**src/rtl/instr_fetch_unit_if.sv**
```systemverilog
// -----------------------------------------------------------------------------
// instr_fetch_unit_if
// Bundles the program-load, sequencing handshake and status signals of the
// instruction fetch unit.
//   master : upstream host / control-unit side (drives start, program load, done)
//   slave  : the fetch unit itself (drives run, instruction, pc, status)
// Signals:
//   start        1         begin execution at address 0 (single-cycle pulse)
//   prog_len     ADDR_W+1  number of instructions to run, sampled on start
//   prog_we      1         program memory write enable
//   prog_addr    ADDR_W    program memory write address
//   prog_data    16        program memory write data
//   done         1         control unit completion strobe
//   run          1         run enable to the control unit
//   instruction  16        instruction register
//   pc           ADDR_W    address of the current instruction
//   instr_count  ADDR_W+1  instructions retired since the last start
//   busy/halted/error      status flags
// -----------------------------------------------------------------------------
interface instr_fetch_unit_if #(
  parameter int ADDR_W = 4
) ();
  logic              start;
  logic [ADDR_W:0]   prog_len;
  logic              prog_we;
  logic [ADDR_W-1:0] prog_addr;
  logic [15:0]       prog_data;
  logic              done;
  logic              run;
  logic [15:0]       instruction;
  logic [ADDR_W-1:0] pc;
  logic [ADDR_W:0]   instr_count;
  logic              busy;
  logic              halted;
  logic              error;

  modport master (
    output start, prog_len, prog_we, prog_addr, prog_data, done,
    input  run, instruction, pc, instr_count, busy, halted, error
  );

  modport slave (
    input  start, prog_len, prog_we, prog_addr, prog_data, done,
    output run, instruction, pc, instr_count, busy, halted, error
  );
endinterface

```
**src/rtl/instr_fetch_unit.sv**
```systemverilog
// -----------------------------------------------------------------------------
// instr_fetch_unit
// Program sequencer in front of the processor control unit. Holds a loadable
// program memory and a program counter, fetches one 16-bit instruction at a
// time and holds `run` high until the control unit reports `done`. Stops at the
// programmed length (HALT) or when the watchdog expires (ERROR).
// Ports:
//   clk    system clock, all state updates on posedge
//   reset  synchronous, active-high reset (program memory is not reset)
//   bus    instr_fetch_unit_if.slave: program load, start/done handshake,
//          run/instruction/pc/instr_count and busy/halted/error status
// -----------------------------------------------------------------------------
module instr_fetch_unit #(
  parameter int DEPTH   = 16,
  parameter int ADDR_W  = 4,
  parameter int TIMEOUT = 8
) (
  input  logic                clk,
  input  logic                reset,
  instr_fetch_unit_if.slave   bus
);

  localparam logic [2:0] ST_IDLE  = 3'd0;
  localparam logic [2:0] ST_FETCH = 3'd1;
  localparam logic [2:0] ST_EXEC  = 3'd2;
  localparam logic [2:0] ST_HALT  = 3'd3;
  localparam logic [2:0] ST_ERROR = 3'd4;

  localparam int              WD_W    = $clog2(TIMEOUT + 1);
  localparam logic [ADDR_W:0] DEPTH_L = (ADDR_W + 1)'(DEPTH);
  // Last EXEC cycle the watchdog tolerates without done.
  localparam logic [WD_W-1:0] WD_LAST = WD_W'(TIMEOUT - 1);

  logic [2:0]        state_r;
  logic [2:0]        state_nxt_s;
  logic [15:0]       mem_r [DEPTH];
  logic [ADDR_W:0]   len_r;
  logic [WD_W-1:0]   wd_r;
  logic [ADDR_W-1:0] pc_r;
  logic [15:0]       instr_r;
  logic [ADDR_W:0]   count_r;
  logic              run_r;
  logic              busy_r;
  logic              halted_r;
  logic              error_r;
  logic [ADDR_W:0]   clip_len_s;
  logic              last_s;
  logic              idle_like_s;
  logic              wr_ok_s;

  // States in which the program may be loaded and a start accepted.
  assign idle_like_s = (state_r == ST_IDLE) || (state_r == ST_HALT) ||
                       (state_r == ST_ERROR);
  // Current instruction is the final one of the programmed length.
  assign last_s  = (({1'b0, pc_r} + (ADDR_W + 1)'(1)) == len_r);
  assign wr_ok_s = bus.prog_we && idle_like_s &&
                   ({1'b0, bus.prog_addr} < DEPTH_L);

  // Clip the requested program length to the memory depth.
  always_comb begin
    clip_len_s = bus.prog_len;
    if (bus.prog_len > DEPTH_L) begin
      clip_len_s = DEPTH_L;
    end else begin
      clip_len_s = bus.prog_len;
    end
  end

  // Next-state decode; done takes priority over the watchdog.
  always_comb begin
    state_nxt_s = state_r;
    case (state_r)
      ST_IDLE, ST_HALT, ST_ERROR: begin
        if (bus.start) begin
          if (clip_len_s != (ADDR_W + 1)'(0)) begin
            state_nxt_s = ST_FETCH;
          end else begin
            state_nxt_s = ST_HALT;
          end
        end else begin
          state_nxt_s = state_r;
        end
      end
      ST_FETCH: begin
        state_nxt_s = ST_EXEC;
      end
      ST_EXEC: begin
        if (bus.done) begin
          if (last_s) begin
            state_nxt_s = ST_HALT;
          end else begin
            state_nxt_s = ST_FETCH;
          end
        end else if (wd_r == WD_LAST) begin
          state_nxt_s = ST_ERROR;
        end else begin
          state_nxt_s = ST_EXEC;
        end
      end
      default: begin
        state_nxt_s = ST_IDLE;
      end
    endcase
  end

  // Program memory write port; no reset so a loaded program survives reset.
  always_ff @(posedge clk) begin
    if (wr_ok_s) begin
      mem_r[bus.prog_addr] <= bus.prog_data;
    end
  end

  // Sequencer state, datapath registers and registered status flags.
  always_ff @(posedge clk) begin
    if (reset) begin
      state_r  <= ST_IDLE;
      len_r    <= '0;
      wd_r     <= '0;
      pc_r     <= '0;
      instr_r  <= 16'h0000;
      count_r  <= '0;
      run_r    <= 1'b0;
      busy_r   <= 1'b0;
      halted_r <= 1'b0;
      error_r  <= 1'b0;
    end else begin
      state_r <= state_nxt_s;
      // Flags are registered from the next state so they track state_r exactly.
      run_r    <= (state_nxt_s == ST_EXEC);
      busy_r   <= (state_nxt_s == ST_FETCH) || (state_nxt_s == ST_EXEC);
      halted_r <= (state_nxt_s == ST_HALT);
      error_r  <= (state_nxt_s == ST_ERROR);
      case (state_r)
        ST_IDLE, ST_HALT, ST_ERROR: begin
          if (bus.start) begin
            pc_r    <= '0;
            count_r <= '0;
            len_r   <= clip_len_s;
          end
        end
        ST_FETCH: begin
          instr_r <= mem_r[pc_r];
          wd_r    <= '0;
        end
        ST_EXEC: begin
          wd_r <= wd_r + WD_W'(1);
          if (bus.done) begin
            count_r <= count_r + (ADDR_W + 1)'(1);
            if (!last_s) begin
              pc_r <= pc_r + ADDR_W'(1);
            end
          end
        end
        default: begin
          wd_r <= '0;
        end
      endcase
    end
  end

  assign bus.run         = run_r;
  assign bus.instruction = instr_r;
  assign bus.pc          = pc_r;
  assign bus.instr_count = count_r;
  assign bus.busy        = busy_r;
  assign bus.halted      = halted_r;
  assign bus.error       = error_r;

endmodule

```
**src/flat_wrapper.sv**
```systemverilog
// flat-port wrapper written by rule: the top's interface ports become plain ports
module instr_fetch_unit_flat 
#(
  parameter int DEPTH   = 16,
  parameter int ADDR_W  = 4,
  parameter int TIMEOUT = 8
)
  (clk, reset, bus_start, bus_prog_len, bus_prog_we, bus_prog_addr, bus_prog_data, bus_done, bus_run, bus_instruction, bus_pc, bus_instr_count, bus_busy, bus_halted, bus_error);
  instr_fetch_unit_if #(.ADDR_W(ADDR_W)) bus_i ();
  input  logic clk;
  input  logic reset;
  input wire logic [$bits(bus_i.start)-1:0] bus_start;
  input wire logic [$bits(bus_i.prog_len)-1:0] bus_prog_len;
  input wire logic [$bits(bus_i.prog_we)-1:0] bus_prog_we;
  input wire logic [$bits(bus_i.prog_addr)-1:0] bus_prog_addr;
  input wire logic [$bits(bus_i.prog_data)-1:0] bus_prog_data;
  input wire logic [$bits(bus_i.done)-1:0] bus_done;
  output wire logic [$bits(bus_i.run)-1:0] bus_run;
  output wire logic [$bits(bus_i.instruction)-1:0] bus_instruction;
  output wire logic [$bits(bus_i.pc)-1:0] bus_pc;
  output wire logic [$bits(bus_i.instr_count)-1:0] bus_instr_count;
  output wire logic [$bits(bus_i.busy)-1:0] bus_busy;
  output wire logic [$bits(bus_i.halted)-1:0] bus_halted;
  output wire logic [$bits(bus_i.error)-1:0] bus_error;
  assign bus_i.start = bus_start;
  assign bus_i.prog_len = bus_prog_len;
  assign bus_i.prog_we = bus_prog_we;
  assign bus_i.prog_addr = bus_prog_addr;
  assign bus_i.prog_data = bus_prog_data;
  assign bus_i.done = bus_done;
  assign bus_run = bus_i.run;
  assign bus_instruction = bus_i.instruction;
  assign bus_pc = bus_i.pc;
  assign bus_instr_count = bus_i.instr_count;
  assign bus_busy = bus_i.busy;
  assign bus_halted = bus_i.halted;
  assign bus_error = bus_i.error;
  instr_fetch_unit #(.DEPTH(DEPTH), .ADDR_W(ADDR_W), .TIMEOUT(TIMEOUT)) u_core (.clk(clk), .reset(reset), .bus(bus_i));
endmodule
```
**config.mk**
```make
export PLATFORM = sky130hd
export DESIGN_NAME = instr_fetch_unit_flat
export DESIGN_NICKNAME = d
export VERILOG_FILES = /design/src/rtl/instr_fetch_unit_if.sv /design/src/rtl/instr_fetch_unit.sv /design/src/flat_wrapper.sv
export SDC_FILE = /design/constraint.sdc
export NUM_CORES = 1
export LEC_CHECK = 0
export CAP_MARGIN = 15
export CORE_AREA = 2 2 112 196
export CTS_CLUSTER_DIAMETER = 200
export DETAILED_ROUTE_END_ITERATION = 10
export DIE_AREA = 0 0 114 198
export GPL_TIMING_DRIVEN = 0
export PLACE_DENSITY_LB_ADDON = 0.1
export SLEW_MARGIN = 15
export SYNTH_ARGS = -nofsm -noshare
export SYNTH_HDL_FRONTEND = slang
export SYNTH_SLANG_ARGS = --single-unit
```
**constraint.sdc**
```tcl
create_clock -name clk -period 8.3 [get_ports clk]
set_clock_uncertainty 0.1 [all_clocks]
set_input_delay 1.66 -clock clk [delete_from_list [all_inputs] [get_ports clk]]
set_output_delay 1.66 -clock clk [all_outputs]
set_load 0.005 [all_outputs]
```
==> results by group <==
Routing
  – Residual DRC count: 0
  – Vias per cell: 6.16
  – DRT Pass-1 Iters: 5
  – Post-DRT Antenna Nets: 0
  – Wire per inst: 26.9 µm
  – Via count: 6051
  – DR iter-0 viols: 479
  – Total routed wirelength: 26400 µm

Global route
  – First-pass GRT wire length: 38700 µm
  – Largest net degree at the start of global routing: 17
  – Vias in the first global route: 6407
  – Initial antenna violation count: 0
  – Tot GR Track Use: 0.242
  – GRT Residual Overflow: 0

Floorplanning
  – Initial core utilization: 0.550
  – Total I/O pin count: 59
  – Die X: 114 µm
  – Core area: 0.0211 mm²
  – Site Rows: 71
  – Die Height: 198 µm
  – Die area: 0.0226 mm²

Synth
  – Post-Syn Area: 0.0116 mm²
  – Post-Synthesis Cells: 609
  – Synth Net Count: 642
  – Main synth FF type: edfxtp_1
  – Seq/Total Area, Yosys: 0.732
  – Synth Register Bits: 297
  – Count of cell types in the netlist: 52
  – Synthesis Warnings: 0
  – Avg Cell Area, Syn: 19.1 µm²
  – Ys async rst share: 0
  – Post-synth EDFFs: 256

Cells and area
  – Layout Area Growth over Synthesis: 16.7%
  – Area occupied by multi-input gates: 0.00296 mm²
  – ANT cells: 0
  – Share of cells above drive strength 1: 0.226
  – # fillers: 1475
  – Area taken by flip-flops and latches: 0.00851 mm²
  – # nets final: 742
  – Non-Filler Instances: 982

Clock network
  – Clock root buffer master: clkbuf_16
  – TritonCTS Buffers: 26
  – CTS H-tree depth: 1
  – Setup Fix Bufs, Post-CTS: 0
  – CTS Sinks: 297
  – CTS tree: yes
  – CTS Buffer Depth: 3
  – # resized after CTS: 0
  – Cts-stage hold buffer count: 0
  – Worst-Skew Late Latency: 0.52 ns
  – CTS clock-pin slew for the worst setup and hold paths: 0.06 ns

Setup path
  – Register-to-Register Setup Slack: 5.19 ns
  – CP startpoint: bus_prog_we
  – Crit Path Class: input pin to flip-flop
  – Reg2reg end: u_core.mem_r[0][2]
  – Worst r2r path cells: 7
  – Arr. time, crit path: 3.87 ns
  – Worst setup path end: u_core.mem_r[0][2]
  – Crit path capture type: flip-flop
  – Worst endpoint required time: 8.43 ns
  – CP Max Fanout: 7
  – CP Launch Type: input pin
  – Critical R2R Launch: u_core.state_r[0]

Power
  – P per Cell Area: 217 mW/mm²
  – Leak: 4.29 nW
  – Maximum vdd drop: 204 µV

STA
  – Crit path time final: 3.74 ns
  – Worst relative slew slack: 0.364
  – Final Hold Viols: 0
  – Final WS setup: 4.56 ns
  – Fin Setup TNS: 0 ns
  – # setup viols final: 0
  – F_max: 267 MHz
  – Final period util: 0.451
  – Max-slew violation count: 0
  – RSZ-0062 raised after global routing: false
  – Worst slew pin tran: 0.951 ns

Worst hold path
  – Hold WC Path Type: flip-flop to flip-flop
  – Hold_sp: u_core.bus.instruction[0]

Flow run
  – Total of max-cap violations: 0

Placement
  – Routability Congestion: 0.883
  – Buffers on Ports: 57
  – Post-placement worst setup slack: 4.05 ns
  – Placed cell count: 936
  – Hpwl dp: 18000 µm

Outcome
  – Status: finished, final reports clean
-- through the flow --
stage / hold WS [ns] / power, mW / utilization / area (µm²)
4_1_cts: 0.354 / 2.96 / 0.642 / 13600
3_5_place_dp: 0.345 / 1.82 / 0.603 / 12800
3_3_place_gp: 0.341 / 1.81 / 0.592 / 12500
2_1_floorplan: 0.342 / 1.74 / - / 11600
5_1_grt: 0.377 / 3.03 / 0.642 / 13600
6_report: 0.348 / 2.94 / 0.642 / 13600
-- final cells by class --
type,instances,share of cell area
clock buffers,32,0.0512
clock inverters,14,0.00867
inverters,19,0.00526
plain buffers,28,0.0113
repair buffers,72,0.0545
well taps,255,0.0235
flip-flops and latches,297,0.627
multi-input cells,265,0.218
-- how the worst min path moves through the flow --
stage                                  to  slack (ns)  depth (start not counted)
3_5_place_dp   u_core.bus.instruction[11]        0.34                          2
5_1_grt         u_core.bus.instruction[0]        0.38                          2
6_report        u_core.bus.instruction[0]        0.35                          2
2_1_floorplan   u_core.bus.instruction[0]        0.34                          2
3_3_place_gp    u_core.bus.instruction[0]        0.34                          2
4_1_cts        u_core.bus.instruction[11]        0.35                          2
-- kinds of logic (layout without fill, tap and decap cells) --
kind of cell,count (synthesis),in the layout,share of synthesized area
xor gates and xnor gates,8,8,0.00668
adders and majority gates,3,3,0.00323
AOI/OAI and AO/OA,65,65,0.0339
buffers and inverters,47,165,0.0194
and+or+nand+nor,108,108,0.0479
DFF,297,297,0.732
muxes,81,81,0.157
-- layout by cell type (no fill, tap or decap), types with 4 or more instances in the layout --
master / n
a21oi_1: 16
and2_1: 4
buf_2: 9
buf_4: 5
buf_6: 7
buf_8: 7
clkbuf_1: 20
clkbuf_16: 27
clkdlybuf4s50_1: 57
clkinv_1: 5
clkinv_2: 6
dfxtp_1: 41
edfxtp_1: 256
inv_1: 19
mux4_2: 78
nand2_1: 31
nand2b_1: 8
nand3_1: 5
nand3b_1: 5
nor2_1: 15
nor2_2: 7
nor2_4: 5
nor3_1: 5
nor3_2: 4
o21ai_0: 7
o21ai_1: 21
xor2_1: 5
-- sequential cells by signal, summed over array words and instances (netlist names) --
| name | count |
|---|---|
| u_core.bus.halted | 1 |
| u_core.bus.run | 1 |
| u_core.mem_r | 256 |
| u_core.bus.pc | 4 |
| u_core.wd_r | 4 |
| u_core.bus.busy | 1 |
| u_core.bus.instr_count | 5 |
| u_core.bus.error | 1 |
| u_core.len_r | 5 |
| u_core.state_r | 3 |
| u_core.bus.instruction | 16 |
-- critical path, stage by stage --
cell and delay [ns]:
clkdlybuf4s50_1 0.47, and2_1 0.24, or3b_1 0.52, nor3_2 0.47
buf_4 0.31, buf_6 0.18
-- synthesized netlist by cell type (all sizes together), types with 3 or more instances --
cell type	n	area (µm²)
xor2	5	43.8
nor2	27	101
nor3	9	45.0
ha	3	37.5
nand3b	5	37.5
mux4	80	1810
inv	19	71.3
and2	4	25.0
nor3b	3	27.5
a22oi	3	22.5
buf	13	97.6
nand2	31	116
nand2b	8	50.1
nand3	6	35.0
dfxtp	41	821
a31oi	3	18.8
edfxtp	256	7690
xnor2	3	33.8
o21ai	28	140
clkbuf	15	56.3
a21oi	16	80.1
-- layer usage --
| metal | GRT usage | up-vias | part of all wire | routed length (µm) |
|---|---|---|---|---|
| met3 | 0.0294 | 53 | 0.046 | 1220 |
| li1 | - | 2659 | - | - |
| met4 | 0.0858 | 0 | 0.034 | 892 |
| met2 | 0.477 | 202 | 0.60 | 15800 |
| met1 | 0.260 | 3137 | 0.32 | 8560 |
| met5 | 0 | - | 0 | 0 |
-- report_power, final --
part,internal (mW),switching (mW)
clock network,0.655,0.499
logic,0.0546,0.0798
registers,1.64,0.00878
Note: power is estimated with default switching activity, not from simulation.
